--- src/rtl/mips_muldiv.sv ---
// rtl/mips_muldiv.sv - iterative MIPS multiply/divide unit owning HI/LO
module mips_muldiv #(
    parameter int WIDTH = 32
) (
    input  logic             clk,
    input  logic             rst_b,
    input  logic             md__start,
    input  logic [2:0]       md__op,
    input  logic [WIDTH-1:0] md__op1,
    input  logic [WIDTH-1:0] md__op2,
    input  logic             md__flush,
    output logic             md__busy,
    output logic             md__done,
    output logic             md__divZero,
    output logic [WIDTH-1:0] md__hi,
    output logic [WIDTH-1:0] md__lo
);
    localparam int CW = $clog2(WIDTH + 1);

    if (WIDTH < 4 || (WIDTH % 2) != 0) begin : g_width_check
        $error("mips_muldiv: WIDTH must be even and at least 4");
    end

    typedef enum logic [1:0] {
        IDLE = 2'd0,
        MUL  = 2'd1,
        DIV  = 2'd2,
        FIX  = 2'd3
    } state_t;

    state_t             state_q;
    logic [CW-1:0]      cnt_q;
    logic [WIDTH-1:0]   a_q;
    logic [2*WIDTH-1:0] acc_q;
    logic [WIDTH-1:0]   op1_q;
    logic               qsign_q;
    logic               rsign_q;
    logic               is_div_q;
    logic               dz_q;
    logic [WIDTH-1:0]   hi_q;
    logic [WIDTH-1:0]   lo_q;
    logic               done_q;
    logic               divzero_q;

    function automatic logic [WIDTH-1:0] magnitude(input logic [WIDTH-1:0] v, input logic is_signed);
        return (is_signed && v[WIDTH-1]) ? -v : v;
    endfunction

    logic op_signed;
    assign op_signed = ~md__op[0];

    // Multiply: acc holds {partial product, remaining multiplier bits}.
    logic [WIDTH:0]     mul_sum;
    logic [2*WIDTH-1:0] mul_next;
    assign mul_sum  = {1'b0, acc_q[2*WIDTH-1:WIDTH]} + {1'b0, (acc_q[0] ? a_q : '0)};
    assign mul_next = {mul_sum, acc_q[WIDTH-1:1]};

    // Divide: acc holds {partial remainder, dividend bits shifting into quotient}.
    logic [WIDTH:0]     div_part;
    logic [WIDTH:0]     div_diff;
    logic [2*WIDTH-1:0] div_next;
    assign div_part = {acc_q[2*WIDTH-1:WIDTH], acc_q[WIDTH-1]};
    assign div_diff = div_part - {1'b0, a_q};
    assign div_next = div_diff[WIDTH]
                    ? {div_part[WIDTH-1:0], acc_q[WIDTH-2:0], 1'b0}
                    : {div_diff[WIDTH-1:0], acc_q[WIDTH-2:0], 1'b1};

    logic [2*WIDTH-1:0] prod_fix;
    logic [WIDTH-1:0]   fix_hi;
    logic [WIDTH-1:0]   fix_lo;
    always_comb begin
        prod_fix = qsign_q ? -acc_q : acc_q;
        fix_hi   = prod_fix[2*WIDTH-1:WIDTH];
        fix_lo   = prod_fix[WIDTH-1:0];
        if (is_div_q) begin
            if (dz_q) begin
                fix_hi = op1_q;
                fix_lo = '1;
            end else begin
                fix_hi = rsign_q ? -acc_q[2*WIDTH-1:WIDTH] : acc_q[2*WIDTH-1:WIDTH];
                fix_lo = qsign_q ? -acc_q[WIDTH-1:0] : acc_q[WIDTH-1:0];
            end
        end
    end

    always_ff @(posedge clk or negedge rst_b) begin
        if (!rst_b) begin
            state_q   <= IDLE;
            cnt_q     <= '0;
            a_q       <= '0;
            acc_q     <= '0;
            op1_q     <= '0;
            qsign_q   <= 1'b0;
            rsign_q   <= 1'b0;
            is_div_q  <= 1'b0;
            dz_q      <= 1'b0;
            hi_q      <= '0;
            lo_q      <= '0;
            done_q    <= 1'b0;
            divzero_q <= 1'b0;
        end else begin
            done_q    <= 1'b0;
            divzero_q <= 1'b0;
            case (state_q)
                IDLE: begin
                    if (md__start && !md__flush) begin
                        case (md__op)
                            3'b000, 3'b001: begin
                                a_q      <= magnitude(md__op1, op_signed);
                                acc_q    <= {{WIDTH{1'b0}}, magnitude(md__op2, op_signed)};
                                qsign_q  <= op_signed & (md__op1[WIDTH-1] ^ md__op2[WIDTH-1]);
                                rsign_q  <= 1'b0;
                                is_div_q <= 1'b0;
                                dz_q     <= 1'b0;
                                cnt_q    <= CW'(WIDTH);
                                state_q  <= MUL;
                            end
                            3'b010, 3'b011: begin
                                a_q      <= magnitude(md__op2, op_signed);
                                acc_q    <= {{WIDTH{1'b0}}, magnitude(md__op1, op_signed)};
                                qsign_q  <= op_signed & (md__op1[WIDTH-1] ^ md__op2[WIDTH-1]);
                                rsign_q  <= op_signed & md__op1[WIDTH-1];
                                is_div_q <= 1'b1;
                                dz_q     <= (md__op2 == '0);
                                op1_q    <= md__op1;
                                cnt_q    <= CW'(WIDTH);
                                state_q  <= DIV;
                            end
                            3'b100: begin
                                hi_q   <= md__op1;
                                done_q <= 1'b1;
                            end
                            3'b101: begin
                                lo_q   <= md__op1;
                                done_q <= 1'b1;
                            end
                            default: ;
                        endcase
                    end
                end
                MUL, DIV: begin
                    if (md__flush) begin
                        state_q <= IDLE;
                        cnt_q   <= '0;
                    end else begin
                        acc_q <= (state_q == MUL) ? mul_next : div_next;
                        cnt_q <= cnt_q - CW'(1);
                        if (cnt_q == CW'(1)) begin
                            state_q <= FIX;
                        end
                    end
                end
                FIX: begin
                    state_q <= IDLE;
                    if (!md__flush) begin
                        hi_q      <= fix_hi;
                        lo_q      <= fix_lo;
                        done_q    <= 1'b1;
                        divzero_q <= dz_q;
                    end
                end
                default: state_q <= IDLE;
            endcase
        end
    end

    assign md__busy    = (state_q != IDLE);
    assign md__done    = done_q;
    assign md__divZero = divzero_q;
    assign md__hi      = hi_q;
    assign md__lo      = lo_q;
endmodule

--- config.mk ---
export PLATFORM = sky130hd
export DESIGN_NAME = mips_muldiv
export DESIGN_NICKNAME = d
export VERILOG_FILES = /design/src/rtl/mips_muldiv.sv
export SDC_FILE = /design/constraint.sdc
export NUM_CORES = 1
export LEC_CHECK = 0
export CORE_ASPECT_RATIO = 0.5
export CORE_MARGIN = 5
export CORE_UTILIZATION = 40
export DETAILED_ROUTE_END_ITERATION = 10
export SLEW_MARGIN = 25
export SYNTH_ARGS = -nofsm -noshare
export SYNTH_HDL_FRONTEND = slang
export SYNTH_SLANG_ARGS = --single-unit
--- constraint.sdc ---
create_clock -name clk -period 5.5 [get_ports clk]
set_input_delay 0.825 -clock clk [delete_from_list [all_inputs] [get_ports clk]]
set_output_delay 0.825 -clock clk [all_outputs]
set_load 0.05 [all_outputs]
==> reports/summary.txt, run 1 <==
grt ovf: 0
reg2reg start: acc_q[32]$_DFFE_PN0P_
average size of a mapped cell: 7.74 um^2
Final Hold Viols: 0
CP max FO: 56
Synth cell types: 75
DRT iter0 DRCs: 2396
Compound-Gate Fraction of Synth Area: 26.2%
Cells after Synth: 2238
CP cell instances: inv_1 > fa_1 > nand2b_1 > a21oi_1 > o2111ai_1 > a2111oi_0 > or2_2 > o2111ai_1 > nand3_2 > buf_4 > mux2_2 > a22oi_1 > o21ai_0
Final ANT Viol Nets: 0
area share of fa/ha/maj cells after synthesis: 5.50%
DR pass1 iterations: 6
Total Nets Final: 2430
RSZ-0062 raised after global routing: false
XOR/XNOR Fraction of Synth Area: 9.20%
CP Capture Type: flip-flop
initial antenna violation count: 2
area of the mapped netlist: 17300 um^2
clock sink count: 206
Req. time, crit path: 5.91 ns
grt met2 use: 38.8%
via/cell ratio: 6.15
Yosys warning count: 0
chip height: 157 um
fraction of layout cells with a size suffix above 1: 7.48%
CTS Buf Count: 24
M1 GR Usage: 40.8%
global-route wire length before repair: 104 mm
row count: 53
Post-synth top flop: dfrtp_1
PwrDens: 611 nW/um^2
worst-margin pin slew: 0.922 ns
H-tree depth: 1
post-CTS sizing: 0
number of flops mapped to enable cells by yosys: 0
port bufs: 137
setup bufs post-CTS: 0
Critical Path AT: 4.83 ns
commonest non-fill, non-tap cells in the layout: o21ai_0 (257), nand2_1 (252), a21oi_1 (207), dfrtp_1 (206), nor2_1 (188)
most used cell along the critical path: o2111ai_1
DR vias: 17.7k
clk_skew: 0.0323 ns
final setup TNS: 0 ns
final wirelength: 69.9 mm
Worst Reg-to-Reg Cells: 13
total core area: 42400 um^2
largest family of logic cells by synthesized area: compound AO/OA/AOI/OAI gates
Max Clk Rate: 226 MHz
Peak VDD IR: 351 uV
worst hold path class: in2async
Ports: 138
worst hold slack: 0.352 ns
CTS Hold Bufs: 0
DIE AREA: 47800 um^2
Final HPWL DP: 52.4 mm
post-synthesis async set-or-reset flop share: 100%
Clk Latency, worst-skew pair: 0.55 ns
most common cell after layout, fill and taps aside: o21ai_0
Critical R2R Capture: acc_q[56]$_DFFE_PN0P_
FF-to-FF setup slack: 1.08 ns
Syn Nets: 2384
root buf cell: clkbuf_16
Rel. slew slack: 38.6%
routing usage on met3: 10.9%
simple-gate share of the synthesized area: 18.9%
post-route minimum period: 4.42 ns
Leak: 8.57 nW
vias in the first global route: 16.1k
fin crit share: 80.3%
Top Usage Layer GRT: met1
Inserted Diodes: 0
wire per inst: 24.3 um
Bufs on Longest Clock Path: 3
DRC errors left: 0
critical path class: reg2reg
gp weighted congestion: 0.995
largest net degree at the start of global routing: 108
TritonCTS clock tree: done
Startpoint Class: flip-flop
sequential share of the synthesized area: 29.8%
Max Cap Viol: 0
gr usage total: 28.2%
die width: 304 um
Worst path max stage delay: 0.64 ns
mux cell area share after synthesis: 5.29%
Final setup viols: 0
slowest library cell on the worst path: a2111oi_0
Slew Viols, Final: 0
initial core utilization: 40.9%
status: finished clean
area delta synth->final: 15.7%
clk slew on worst S/H paths: 0.07 ns
Synth Register Bits: 206
-- state kept, by name, indices dropped and copies added (netlist names) --
register / cells
acc_q: 64
a_q: 32
md__hi: 32
md__lo: 32
op1_q: 32
cnt_q: 6
state_q: 2
dz_q: 1
is_div_q: 1
md__divZero: 1
md__done: 1
qsign_q: 1
rsign_q: 1
-- worst max path at each step --
stage,startpoint,end,slack (ns)
after floorplan,md__op1[5],a_q[29]$_DFFE_PN0P_,1.90
after global placement,md__op1[5],acc_q[29]$_DFFE_PN0P_,1.20
after detailed placement,md__op1[7],a_q[29]$_DFFE_PN0P_,1.16
after CTS,acc_q[32]$_DFFE_PN0P_,acc_q[56]$_DFFE_PN0P_,1.17
after global routing,acc_q[32]$_DFFE_PN0P_,acc_q[56]$_DFFE_PN0P_,0.86
final,acc_q[32]$_DFFE_PN0P_,acc_q[56]$_DFFE_PN0P_,1.08
-- logic make-up (layout without fill, tap and decap cells) --
family,after synthesis,after routing
mux,85,85
compound gates,752,752
flops,206,206
buf+inv,234,297
simple gates,704,704
xor+xnor,182,182
fa+ha+maj,75,75
-- stage by stage --
step                      util (%)  setup WS [ns]  instance area [um^2]  cells  power, mW
final                         47.3           1.08                 20000   2878       12.2
after global routing          47.3          0.858                 20000   2878       13.0
after CTS                     47.3           1.17                 20000   2878       12.1
after detailed placement      45.3           1.16                 19200   2835       10.3
after global placement        45.3           1.20                 19200   2835       10.3
after floorplan                  -           1.90                 17300   2238       7.89
-- critical path, delay by kind of cell (launching register included) --
| kind | cells | cell delay [ns] |
|---|---|---|
| AOI/OAI and AO/OA | 6 | 1.67 |
| adders and majority gates | 1 | 0.44 |
| buffers and inverters | 2 | 0.70 |
| DFF | 1 | 0.53 |
| muxes | 1 | 0.41 |
| and+or+nand+nor | 3 | 0.55 |
-- cell type report --
class                      instances  area [um^2]
inverter                          71          267
sequential                       206         5150
multi-input combinational       1798        11300
fill                            4203        22300
clock buffer                      40          782
timing repair buffer             183         1730
tap                              577          722
clock inverter                     3         65.1
-- cells in the mapped netlist, drive strengths merged, types with 35 or more instances --
cell type  instances  area share, %
xor2              70            3.5
xnor2            112            5.7
nor2             189            4.1
dfrtp            206             30
ha                73            5.3
o21ai            262            7.6
a21o              35            1.5
nor3              50            1.5
mux2              53            3.4
clkbuf           141            3.1
o22ai             37            1.3
inv               70            1.5
nand2            254            5.5
a21oi            207            6.0
-- report_power, final --
group / leakage, nW / internal [mW] / switching (mW) / total (mW)
Sequential: 2.63 / 2.15 / 0.723 / 2.87
Clock: 0.418 / 1.06 / 0.694 / 1.75
Combinational: 5.52 / 2.69 / 4.92 / 7.61
-- routing by layer --
metal	vias to the layer above	wire length, um
met1	8447	31100
met2	960	27000
met5	-	13
met3	140	9280
met4	2	2440
li1	8146	-
Power figures use the tool's default switching activity.
==> inputs of run 2 (changes only) <==
- clock period: 5.5 -> 4.6 ns (I/O delays scaled with it)
==> reports/summary.txt, run 2 (synthesis gave the netlist of run 1 again) <==
status: finished clean
Clk Latency, worst-skew pair: 0.57 ns (+0.02 ns)
post-CTS sizing: 0 (unchanged)
Critical Path AT: 4.51 ns (-0.32 ns)
die width: 304 um (unchanged)
gr usage total: 28.3% (+0.091 points)
register with the most flip-flops: acc_q
FF-to-FF setup slack: 0.50 ns (-0.58 ns)
utilization after layout: 47.9% (+0.57 points)
Max Clk Rate: 244 MHz (+7.8%)
CTS Buf Count: 23 (-4.2%)
chip height: 157 um (unchanged)
critical path class: reg2reg
clock power share: 14.0% (-0.3 points)
Critical R2R Capture: acc_q[56]$_DFFE_PN0P_
Max Cap Viol: 0 (unchanged)
CP cell instances: inv_1 > fa_1 > nand2b_1 > a21oi_1 > o2111ai_1 > a2111oi_0 > or2_2 > o2111ai_1 > nand3_2 > buf_4 > mux2_2 > a22oi_1 > o21ai_0
CP Capture Type: flip-flop
root buf cell: clkbuf_16
Worst Reg-to-Reg Cells: 13 (unchanged)
clk_skew: 0.0402 ns (+0.00791 ns)
switching share of power: 51.8% (about the same)
reg2reg start: acc_q[32]$_DFFE_PN0P_
worst-margin pin slew: 0.921 ns (-0.000774 ns)
slowest library cell on the worst path: a2111oi_0
internal power component: 7.07 mW (+20%)
most used cell along the critical path: o2111ai_1
total core area: 42400 um^2 (unchanged)
Peak VDD IR: 420 uV (+20%)
vias in the first global route: 16.1k (-0.19%)
largest net degree at the start of global routing: 106 (-1.9%)
combinational power share: 63.1% (+0.9 points)
grt ovf: 0 (unchanged)
worst hold slack: 0.121 ns (-0.230 ns)
Leak: 8.72 nW (+1.8%)
global-route wire length before repair: 104 mm (-0.20%)
Bufs on Longest Clock Path: 3 (unchanged)
port bufs: 137 (unchanged)
Final ANT Viol Nets: 0 (unchanged)
crit path capture: acc_q[56]$_DFFE_PN0P_
row count: 53 (unchanged)
Final Hold Viols: 0 (unchanged)
DP Area: 19500 um^2 (+1.4%)
DR vias: 17.8k (+0.82%)
Design Area, Final: 20300 um^2 (+1.2%)
area delta synth->final: 17.1%
Largest register FFs: 64 (unchanged)
Rel. slew slack: 38.6% (+0.052 points)
Design Power: 14.7 mW (+20%)
Worst path max stage delay: 0.62 ns (-0.02 ns)
setup bufs post-CTS: 0 (unchanged)
CTS Hold Bufs: 0 (unchanged)
H-tree depth: 1 (unchanged)
wire per inst: 24.0 um (-1.2%)
initial core utilization: 40.9% (unchanged)
post-route minimum period: 4.10 ns (-0.320 ns)
clk slew on worst S/H paths: 0.06 ns (about the same)
Ports: 138 (unchanged)
most common cell after layout, fill and taps aside: o21ai_0
Final setup viols: 0 (unchanged)
Req. time, crit path: 5.02 ns (-0.89 ns)
Total Nets Final: 2466 (+1.5%)
worst hold path class: in2async
PwrDens: 722 nW/um^2 (+18%)
DIE AREA: 47800 um^2 (unchanged)
TritonCTS clock tree: done
gp weighted congestion: 0.984 (-1.1%)
CP max FO: 24 (-57%)
initial antenna violation count: 0 (-2)
DR pass1 iterations: 8 (+2)
commonest non-fill, non-tap cells in the layout: o21ai_0 (257), nand2_1 (252), a21oi_1 (207), dfrtp_1 (206), nor2_1 (188)
Slew Viols, Final: 0 (unchanged)
clock sink count: 206 (unchanged)
final wirelength: 70.0 mm (+0.23%)
Seq pwr share: 22.9% (-0.6 points)
Net Switching: 7.59 mW (+20%)
Final HPWL DP: 53.1 mm (+1.3%)
fraction of layout cells with a size suffix above 1: 8.94% (+1.5 points)
fin crit share: 89.1% (+8.8 points)
final setup TNS: 0 ns (unchanged)
via/cell ratio: 6.11 (-0.60%)
RSZ-0062 raised after global routing: false
DRT iter0 DRCs: 2494 (+4.1%)
Worst Setup SP: acc_q[32]$_DFFE_PN0P_
Startpoint Class: flip-flop
DRC errors left: 0 (unchanged)
-- run 2: cell count changes in the layout (fill, tap and decap cells not counted), sizes merged --
cell,delta
buf,+37
bufinv,+2
clkbuf,-12
clkinv,+4
clkinvlp,+3
diode,+5
inv,+2
-- run 2: worst min-delay path by stage --
stage,from,end,slack (ns),depth (start not counted)
after floorplan,rst_b,a_q[0]$_DFFE_PN0P_,0.39,0
after global placement,md__lo[18]$_DFFE_PN0P_,md__lo[18]$_DFFE_PN0P_,0.46,2
after detailed placement,op1_q[0]$_DFFE_PN0P_,op1_q[0]$_DFFE_PN0P_,0.47,2
after CTS,rst_b,acc_q[0]$_DFFE_PN0P_,0.21,1
after global routing,rst_b,cnt_q[4]$_DFFE_PN0P_,0.20,1
final,rst_b,cnt_q[3]$_DFFE_PN0P_,0.12,1
-- run 2: area by class of cell --
class	instances	area, um^2
Inverter	71	267
Antenna cell	5	12.5
Sequential cell	206	5150
Clock inverter	14	191
Fill cell	4158	22100
Multi-Input combinational cell	1798	11300
Timing Repair Buffer	220	2010
Clock buffer	28	614
Tap cell	577	722
-- run 2: power by group through the flow --
| stage | clock network [mW] | registers (mW) | logic (mW) |
|---|---|---|---|
| after floorplan | 0 | 3.94 | 5.50 |
| after global placement | 0 | 3.33 | 9.05 |
| after detailed placement | 0 | 3.35 | 9.08 |
| after CTS | 2.07 | 3.33 | 9.11 |
| after global routing | 2.14 | 3.45 | 9.98 |
| final | 2.05 | 3.36 | 9.25 |
-- run 2: stage by stage --
stage	std cells	setup slack, ns
after floorplan	2238	1.12
after global placement	2872	0.393
after detailed placement	2872	0.340
after CTS	2914	0.562
after global routing	2914	0.254
final	2919	0.503
-- run 2: worst max-delay path, delay by kind of cell, from the launching register on --
family	cells	cell delay, ns
AOI/OAI and AO/OA	6	1.54
and+or+nand+nor	3	0.57
DFF	1	0.57
buffers and inverters	2	0.47
adders and majority gates	1	0.45
muxes	1	0.38
-- run 2: layer usage --
metal	GRT usage, %	wire length [um]
met1	41.8	31200
met2	40.9	28200
met3	7.61	8550
met4	7.14	2030
met5	0	0
==> inputs of run 3 (changes only) <==
- CORE_MARGIN: 5 -> 2
- PLACE_DENSITY: default -> 0.6
==> reports/summary.txt, run 3 (synthesis gave the netlist of run 1 again) <==
Max Cap Viol: 0 (unchanged)
Worst path max stage delay: 0.60 ns (-0.02 ns)
Startpoint Class: flip-flop
die width: 298 um (-2.0%)
DRC errors left: 0 (unchanged)
DIE AREA: 45100 um^2 (-5.7%)
Clk Latency, worst-skew pair: 0.55 ns (-0.02 ns)
initial core utilization: 40.9% (unchanged)
clock sink count: 206 (unchanged)
Slew Viols, Final: 0 (unchanged)
Ports: 138 (unchanged)
gp weighted congestion: 0.969 (-1.6%)
final setup TNS: 0 ns (unchanged)
RSZ-0062 raised after global routing: false
sequential standard cell area: 5150 um^2 (unchanged)
Final ANT Viol Nets: 0 (unchanged)
utilization after layout: 47.6% (-0.28 points)
most common cell after layout, fill and taps aside: o21ai_0
DR vias: 17.7k (-1.0%)
DP Area: 19400 um^2 (-0.54%)
CP cell instances: ha_1 > a21o_1 > a31oi_1 > a21boi_0 > a2111oi_0 > buf_4 > o311ai_0 > a21boi_1 > o21ai_0 > a221oi_1 > xor2_1 > a211oi_1
vias in the first global route: 15.9k (-0.92%)
TritonCTS clock tree: done
fill cell count: 4175 (+0.41%)
placed insts: 2858 (-0.49%)
Post-Layout Cell Count: 2898 (-0.72%)
fraction of layout cells with a size suffix above 1: 8.40% (-0.54 points)
post-CTS sizing: 0 (unchanged)
CP Capture Type: flip-flop
CTS Buf Count: 22 (-4.3%)
fin crit share: 89.0% (about the same)
Design Power: 14.6 mW (-0.24%)
wire per inst: 23.5 um (-2.2%)
worst hold slack: 0.115 ns (-0.00588 ns)
gr usage total: 29.5% (+1.3 points)
worst-margin pin slew: 0.935 ns (+0.0137 ns)
Req. time, crit path: 5.04 ns (+0.02 ns)
status: finished clean
area delta synth->final: 16.4%
Total Nets Final: 2451 (-0.61%)
post-route minimum period: 4.10 ns (-0.00156 ns)
initial antenna violation count: 2 (+2)
final wirelength: 68.0 mm (-2.9%)
row count: 53 (unchanged)
slowest library cell on the worst path: dfrtp_1
Bufs on Longest Clock Path: 3 (unchanged)
root buf cell: clkbuf_16
grt ovf: 0 (unchanged)
Final Hold Viols: 0 (unchanged)
port bufs: 137 (unchanged)
setup bufs post-CTS: 0 (unchanged)
critical path class: reg2reg
Setup WS post-layout: 0.505 ns (+0.00156 ns)
Design Area, Final: 20200 um^2 (-0.59%)
total core area: 42400 um^2 (unchanged)
area taken by multi-input logic gates: 11300 um^2 (unchanged)
Peak VDD IR: 351 uV (-17%)
Final setup viols: 0 (unchanged)
clk_skew: 0.0166 ns (-0.0237 ns)
Inserted Diodes: 0 (-5)
DRT iter0 DRCs: 2151 (-14%)
worst hold path class: in2async
register with the most flip-flops: acc_q
dpl ws: 0.415 ns (+0.0749 ns)
Leak: 8.65 nW (-0.84%)
via/cell ratio: 6.09 (-0.29%)
chip height: 151 um (-3.8%)
clk slew on worst S/H paths: 0.07 ns (about the same)
Final HPWL DP: 51.8 mm (-2.4%)
global-route wire length before repair: 101 mm (-2.3%)
PwrDens: 725 nW/um^2 (+0.36%)
Largest register FFs: 64 (unchanged)
commonest non-fill, non-tap cells in the layout: o21ai_0 (257), nand2_1 (252), a21oi_1 (207), dfrtp_1 (206), nor2_1 (188)
H-tree depth: 1 (unchanged)
Rel. slew slack: 37.7% (-0.91 points)
CTS Hold Bufs: 0 (unchanged)
largest net degree at the start of global routing: 106 (unchanged)
Max Clk Rate: 244 MHz (about the same)
Critical Path AT: 4.53 ns (+0.02 ns)
DR pass1 iterations: 6 (-2)
CP max FO: 8 (-67%)
## run 3: cell count changes in the layout (fill, tap and decap cells not counted), sizes merged
cell	change
inv	-2
diode	-5
bufinv	+1
clkbuf	-3
buf	-14
clkinvlp	+1
clkinv	+1
## run 3: layer usage
metal | part of all wire (%) | GRT usage, % | up-vias
met4 | 1.9 | 5.43 | 2
met3 | 9.4 | 4.93 | 87
met2 | 42 | 44.6 | 854
met5 | 0.018 | 0 | -
met1 | 47 | 44.4 | 8539
li1 | - | - | 8178
## run 3: worst paths after layout
path	from	end	slack [ns]	cells after the start
worst max-delay path	acc_q[35]$_DFFE_PN0P_	acc_q[63]$_DFFE_PN0P_	0.50	12
worst min-delay path	rst_b	acc_q[47]$_DFFE_PN0P_	0.12	1
worst max register to register	acc_q[35]$_DFFE_PN0P_	acc_q[63]$_DFFE_PN0P_	0.50	12
worst min register to register	md__lo[20]$_DFFE_PN0P_	md__lo[20]$_DFFE_PN0P_	0.48	2
max in group asynchronous	rst_b	md__hi[3]$_DFFE_PN0P_	3.32	2
min in group clk	md__lo[20]$_DFFE_PN0P_	md__lo[20]$_DFFE_PN0P_	0.48	2
## run 3: layout make-up
class,instances,area share (%)
sequential,206,25.6
tap,577,3.58
clock inverter,15,1.10
inverter,71,1.32
multi-input combinational,1798,56.1
timing repair buffer,206,9.45
clock buffer,25,2.88
## run 3: where the power goes
part | switching, mW | leakage, nW | internal, mW
Combinational | 5.85 | 5.64 | 3.30
Sequential | 0.858 | 2.63 | 2.57
Clock | 0.850 | 0.384 | 1.20
## run 3: worst max-delay path: cells and delay by family, from the launching register on
kind	cells	cell delay [ns]
DFF	1	0.60
xor gates and xnor gates	1	0.12
buffers and inverters	1	0.22
adders and majority gates	1	0.37
AOI/OAI and AO/OA	9	2.68
